[config.mk]
export PLATFORM = sky130hd
export DESIGN_NAME = wb_commit_buffer
export DESIGN_NICKNAME = d
export VERILOG_FILES = /design/src/rtl/wb_pkg.sv /design/src/rtl/wb_fwd_match.sv /design/src/rtl/wb_commit_buffer.sv
export SDC_FILE = /design/constraint.sdc
export NUM_CORES = 1
export LEC_CHECK = 0
export CAP_MARGIN = 20
export CORE_ASPECT_RATIO = 1.4
export CORE_MARGIN = 3
export CORE_UTILIZATION = 45
export CTS_BUF_LIST = sky130_fd_sc_hd__clkbuf_16
export CTS_CLUSTER_DIAMETER = 60
export DETAILED_ROUTE_END_ITERATION = 10
export GPL_ROUTABILITY_DRIVEN = 0
export PLACE_DENSITY = 0.78
export SLEW_MARGIN = 20
export SYNTH_ARGS = -nofsm -noshare
export SYNTH_HDL_FRONTEND = slang
export SYNTH_SLANG_ARGS = --single-unit
[constraint.sdc]
create_clock -name CLK -period 7.6 [get_ports CLK]
set_input_delay 1.9 -clock CLK [delete_from_list [all_inputs] [get_ports CLK]]
set_output_delay 1.9 -clock CLK [all_outputs]
set_load 0.02 [all_outputs]
[src/rtl/wb_pkg.sv]
// Shared definitions for the writeback commit buffer: default widths, occupancy
// encodings and the flag-register bit layout.
package wb_pkg;

    localparam int unsigned DefDataW = 32;
    localparam int unsigned DefAddrW = 5;

    typedef enum logic [1:0] {
        CntEmpty = 2'd0,
        CntOne   = 2'd1,
        CntFull  = 2'd2
    } wb_cnt_e;

    localparam int unsigned FlagN = 3;
    localparam int unsigned FlagZ = 2;
    localparam int unsigned FlagC = 1;
    localparam int unsigned FlagV = 0;

    function automatic logic [3:0] pack_nzcv(input logic n, input logic z,
                                             input logic c, input logic v);
        logic [3:0] f;
        f        = '0;
        f[FlagN] = n;
        f[FlagZ] = z;
        f[FlagC] = c;
        f[FlagV] = v;
        return f;
    endfunction

endpackage

[src/rtl/wb_fwd_match.sv]
// Two-entry forwarding lookup; the younger entry wins when both match, and
// register 0 never matches.
module wb_fwd_match #(
    parameter int unsigned DATA_W = 32,
    parameter int unsigned ADDR_W = 5
) (
    input  logic [ADDR_W-1:0] addr_i,
    input  logic              old_vld_i,
    input  logic [ADDR_W-1:0] old_dr_i,
    input  logic [DATA_W-1:0] old_data_i,
    input  logic              new_vld_i,
    input  logic [ADDR_W-1:0] new_dr_i,
    input  logic [DATA_W-1:0] new_data_i,
    output logic              hit_o,
    output logic [DATA_W-1:0] data_o
);

    logic addr_nz, old_hit, new_hit;

    always_comb begin
        addr_nz = addr_i != '0;
        old_hit = addr_nz & old_vld_i & (old_dr_i == addr_i);
        new_hit = addr_nz & new_vld_i & (new_dr_i == addr_i);
        hit_o   = old_hit | new_hit;
        data_o  = '0;
        if (new_hit) begin
            data_o = new_data_i;
        end else if (old_hit) begin
            data_o = old_data_i;
        end
    end

endmodule

[src/rtl/wb_commit_buffer.sv]
// Two-entry writeback buffer between execute and the register-file write port;
// also owns the architectural NZCV flag register and a forwarding lookup.
module wb_commit_buffer
    import wb_pkg::*;
#(
    parameter int unsigned DATA_W = DefDataW,
    parameter int unsigned ADDR_W = DefAddrW,
    parameter int unsigned DEPTH  = 2
) (
    input  logic              CLK,
    input  logic              RESET_N,
    input  logic              EX_VALID,
    output logic              EX_READY,
    input  logic [DATA_W-1:0] EX_Y,
    input  logic              EX_C,
    input  logic              EX_V,
    input  logic              EX_N,
    input  logic              EX_Z,
    input  logic [ADDR_W-1:0] EX_DR,
    input  logic              EX_WE,
    input  logic              EX_SETF,
    input  logic              RF_BUSY,
    output logic              LD,
    output logic [ADDR_W-1:0] DR,
    output logic [DATA_W-1:0] D_IN,
    output logic [3:0]        FLAGS,
    input  logic [ADDR_W-1:0] FWD_ADDR,
    output logic              FWD_HIT,
    output logic [DATA_W-1:0] FWD_DATA
);

    // Slot 0 is always the head; slot 1 is only occupied when full.
    wb_cnt_e           cnt_q, cnt_d;
    logic [DATA_W-1:0] y_q    [DEPTH];
    logic [DATA_W-1:0] y_d    [DEPTH];
    logic [ADDR_W-1:0] dr_q   [DEPTH];
    logic [ADDR_W-1:0] dr_d   [DEPTH];
    logic [3:0]        nzcv_q [DEPTH];
    logic [3:0]        nzcv_d [DEPTH];
    logic [DEPTH-1:0]  we_q, we_d, setf_q, setf_d;
    logic [3:0]        flags_q, flags_d;

    logic head_v, tail_v, push, pop, wr_idx;

    assign head_v   = cnt_q != CntEmpty;
    assign tail_v   = cnt_q == CntFull;
    assign EX_READY = RESET_N & (cnt_q != CntFull);
    assign push     = EX_VALID & EX_READY;
    assign pop      = head_v & ~RF_BUSY;
    // New entry lands behind whatever survives this edge.
    assign wr_idx   = (cnt_q == CntOne) & ~pop;

    assign LD    = RESET_N & head_v & we_q[0] & (dr_q[0] != '0) & ~RF_BUSY;
    assign DR    = dr_q[0];
    assign D_IN  = y_q[0];
    assign FLAGS = flags_q;

    always_comb begin
        cnt_d   = cnt_q;
        y_d     = y_q;
        dr_d    = dr_q;
        nzcv_d  = nzcv_q;
        we_d    = we_q;
        setf_d  = setf_q;
        flags_d = flags_q;

        if (pop) begin
            if (setf_q[0]) begin
                flags_d = nzcv_q[0];
            end
            // A lone retiring head is left in place so DR/D_IN hold their values.
            if (tail_v) begin
                y_d[0]    = y_q[1];
                dr_d[0]   = dr_q[1];
                nzcv_d[0] = nzcv_q[1];
                we_d[0]   = we_q[1];
                setf_d[0] = setf_q[1];
            end
        end

        if (push) begin
            y_d[wr_idx]    = EX_Y;
            dr_d[wr_idx]   = EX_DR;
            nzcv_d[wr_idx] = pack_nzcv(EX_N, EX_Z, EX_C, EX_V);
            we_d[wr_idx]   = EX_WE;
            setf_d[wr_idx] = EX_SETF;
        end

        unique case (cnt_q)
            CntEmpty: if (push) cnt_d = CntOne;
            CntOne: begin
                if (push && !pop) begin
                    cnt_d = CntFull;
                end else if (!push && pop) begin
                    cnt_d = CntEmpty;
                end
            end
            CntFull:  if (pop) cnt_d = CntOne;
            default:  cnt_d = CntEmpty;
        endcase
    end

    always_ff @(posedge CLK) begin
        if (!RESET_N) begin
            cnt_q   <= CntEmpty;
            flags_q <= '0;
            we_q    <= '0;
            setf_q  <= '0;
            for (int i = 0; i < DEPTH; i++) begin
                y_q[i]    <= '0;
                dr_q[i]   <= '0;
                nzcv_q[i] <= '0;
            end
        end else begin
            cnt_q   <= cnt_d;
            flags_q <= flags_d;
            we_q    <= we_d;
            setf_q  <= setf_d;
            y_q     <= y_d;
            dr_q    <= dr_d;
            nzcv_q  <= nzcv_d;
        end
    end

    wb_fwd_match #(
        .DATA_W (DATA_W),
        .ADDR_W (ADDR_W)
    ) u_fwd (
        .addr_i     (FWD_ADDR),
        .old_vld_i  (RESET_N & head_v & we_q[0]),
        .old_dr_i   (dr_q[0]),
        .old_data_i (y_q[0]),
        .new_vld_i  (RESET_N & tail_v & we_q[1]),
        .new_dr_i   (dr_q[1]),
        .new_data_i (y_q[1]),
        .hit_o      (FWD_HIT),
        .data_o     (FWD_DATA)
    );

endmodule

==> reports/metrics.yaml, run 1 <==
outcome: "finished, final reports clean"
coreArea_um2: 9617
mappedNetlistNets: 558
first_global_vias: 4136
slew_headroom_pct: 28.54
fillerInstances: 860
path_clk_slew_ns: 0.06
tritoncts.num_buffers: 9
finalCritPeriodShare_pct: 86.81
final_nets: 651
finalWorstSetupSlack_ns: 1.003
synth_edf_count: 0
die_x_um: 90.51
antennaDiodeCount: 0
pin_count: 128
max_cap_violations: 0
clock_latency_ns: 0.34
synth_most_common_cell: "nand2_1"
finalCriticalPeriod_ns: 6.597
critical_path_required_ns: 5.70
setup_violations: 0
hp-class: "register to register"
synth-seq-cells: 92
stdcell_area_um2: 6091
firstDrtPassIters: 5
cts_hold_buf: 0
synth_top_area_share_pct: 40.93
placed_area_um2: 5754
drc_errors: 0
detail_route.wl_per_cell_um: 16.96
async_flop_share_pct: 0
synthTopCellsByArea: "dfxtp_1, nand2_1, mux2i_1"
setup_tns_ns: 0
ys_warn_count: 0
drive_gt1_share_pct: 4.470
p_leak_nw: 2.538
ys_seq_area_share_pct: 40.93
ir_drop_mv: 0.1200
place_hpwl_um: 8245
worstPathMaxFanout: 22
power_mw: 1.148
maxSlewViolCount: 0
grt_first_pass_wirelength_um: 20540
synth_common_cells: "nand2_1, dfxtp_1, mux2i_1"
hold_ws_ns: 0.4733
clk_path_buf_depth: 2
startpoint_type: "input port"
routed_wl_um: 12480
gr-total-overflow: 0
start_util_pct: 46.79
max_freq_mhz: 151.6
post_cts_resized: 0
endpoint_kind: "primary output"
power.density_nw_per_um2: 188.5
rsz0062_at_grt: "no"
ant_nets: 0
rows: 42
syn_inst: 506
cts_tree: "done"
htreeDepth: 3
ys.flop_type: "dfxtp_1"
antenna_found_initial: 0
drtIter0Drc: 239
postCtsSetupRepairBufs: 0
yosysTopAreaCell: "dfxtp_1"
die_h_um: 124.3
port_buffers: 127
synth.distinct_cells: 38
syn2layout_area_growth_pct: 35.37
cts_sinks: 92
dieArea_um2: 11250
syn-mean-instance-area_um2: 8.892
grt_max_degree: 71
worstPathArrival_ns: 4.70
hold_violations: 0
vias_per_cell: 5.531
pre_cts_ws_ns: 1.028
root_buffer: "clkbuf_16"
groute.usage.overall_pct: 22.23
netlist_area_um2: 4499
skew_ns: 0.006491
vias: 4071
worstMarginPinSlew_ns: 1.067
crit_type: "input port to primary output"
-- layout make-up --
cell class	count	area, µm²	share of cell area, %
Tap cell	132	165.2	2.712
Sequential cell	92	1842	30.24
Timing Repair Buffer	132	1324	21.73
Clock buffer	9	225.2	3.698
Multi-Input combinational cell	363	2447	40.18
Inverter	1	3.754	0.06163
Clock inverter	7	83.83	1.376
-- power breakdown --
part	internal [mW]	switching (mW)
clock network	0.284	0.180
logic	0.0821	0.0792
registers	0.504	0.0188
total	0.870	0.278
-- path summary, 6_finish.rpt --
path / endpoint / depth (start not counted) / start / slack (ns)
setup / recovery: FWD_DATA[30] / 6 / FWD_ADDR[1] / 1.00
hold / removal: nzcv_q[1] / 2 / nzcv_q[1] / 0.47
setup reg to reg: D_IN[11] / 5 / cnt_q[1] / 4.87
hold reg to reg: nzcv_q[1] / 2 / nzcv_q[1] / 0.47
-- metrics by stage --
stage / utilization, % / std cells
floorplan: - / 506
global placement: 59.84 / 719
detailed placement: 59.84 / 719
CTS: 63.05 / 735
global route: 63.34 / 736
finish: 63.34 / 736
-- critical path, cell delays in order --
cell	delay [ns]
clkdlybuf4s50_1	0.54
xor2_1	0.24
nor4_4	0.68
o311a_4	0.54
a22o_1	0.19
clkdlybuf4s50_1	0.61
-- layer usage --
layer  vias up  GRT usage, %  wire [µm]
met5         -             0          0
met4         0         11.00        441
met3        26         3.867        474
met2        99         40.50       6522
met1      1986         24.45       5043
li1       1960             -          -
-- flip-flops by register name, summed over array words and instances (netlist names) --
name    cells
FLAGS       4
D_IN       32
nzcv_q      8
cnt_q       2
y_q        32
we_q        2
DR          5
setf_q      2
dr_q        5
-- kinds of logic after synthesis --
family,synth area share [%]
mux,10.46
xor+xnor,1.947
flops,40.93
buf+inv,5.284
compound gates,24.39
simple gates,16.99
-- cells in the final DEF, fill, tap and decap left out, types with 2 or more instances in the layout --
cell | netlist | layout
a22o_1 | 22 | 22
o211a_1 | 46 | 46
nand3_1 | 20 | 20
clkdlybuf4s50_1 | 0 | 126
clkbuf_16 | 0 | 9
xor2_1 | 4 | 4
nor2b_1 | 4 | 4
inv_1 | 1 | 3
buf_4 | 5 | 4
bufinv_16 | 0 | 2
dfxtp_1 | 92 | 92
xnor2_1 | 6 | 6
and2_1 | 2 | 2
nand2_1 | 133 | 133
o21ai_0 | 11 | 11
nand4_1 | 2 | 2
a21boi_0 | 43 | 43
mux2i_1 | 47 | 47
nand3b_1 | 2 | 2
a21oi_1 | 3 | 3
Note: power is estimated with default switching activity, not from simulation.
==> inputs of run 2 (changes only) <==
CAP_MARGIN = unset   (was 20)
==> results of run 2 <==
Final layout, timing and power as in run 1 (identical DEF).
==> inputs of run 3 (changes only) <==
TNS_END_PERCENT = 20   (was unset)
==> results of run 3 <==
Final layout, timing and power as in run 1 (identical DEF).
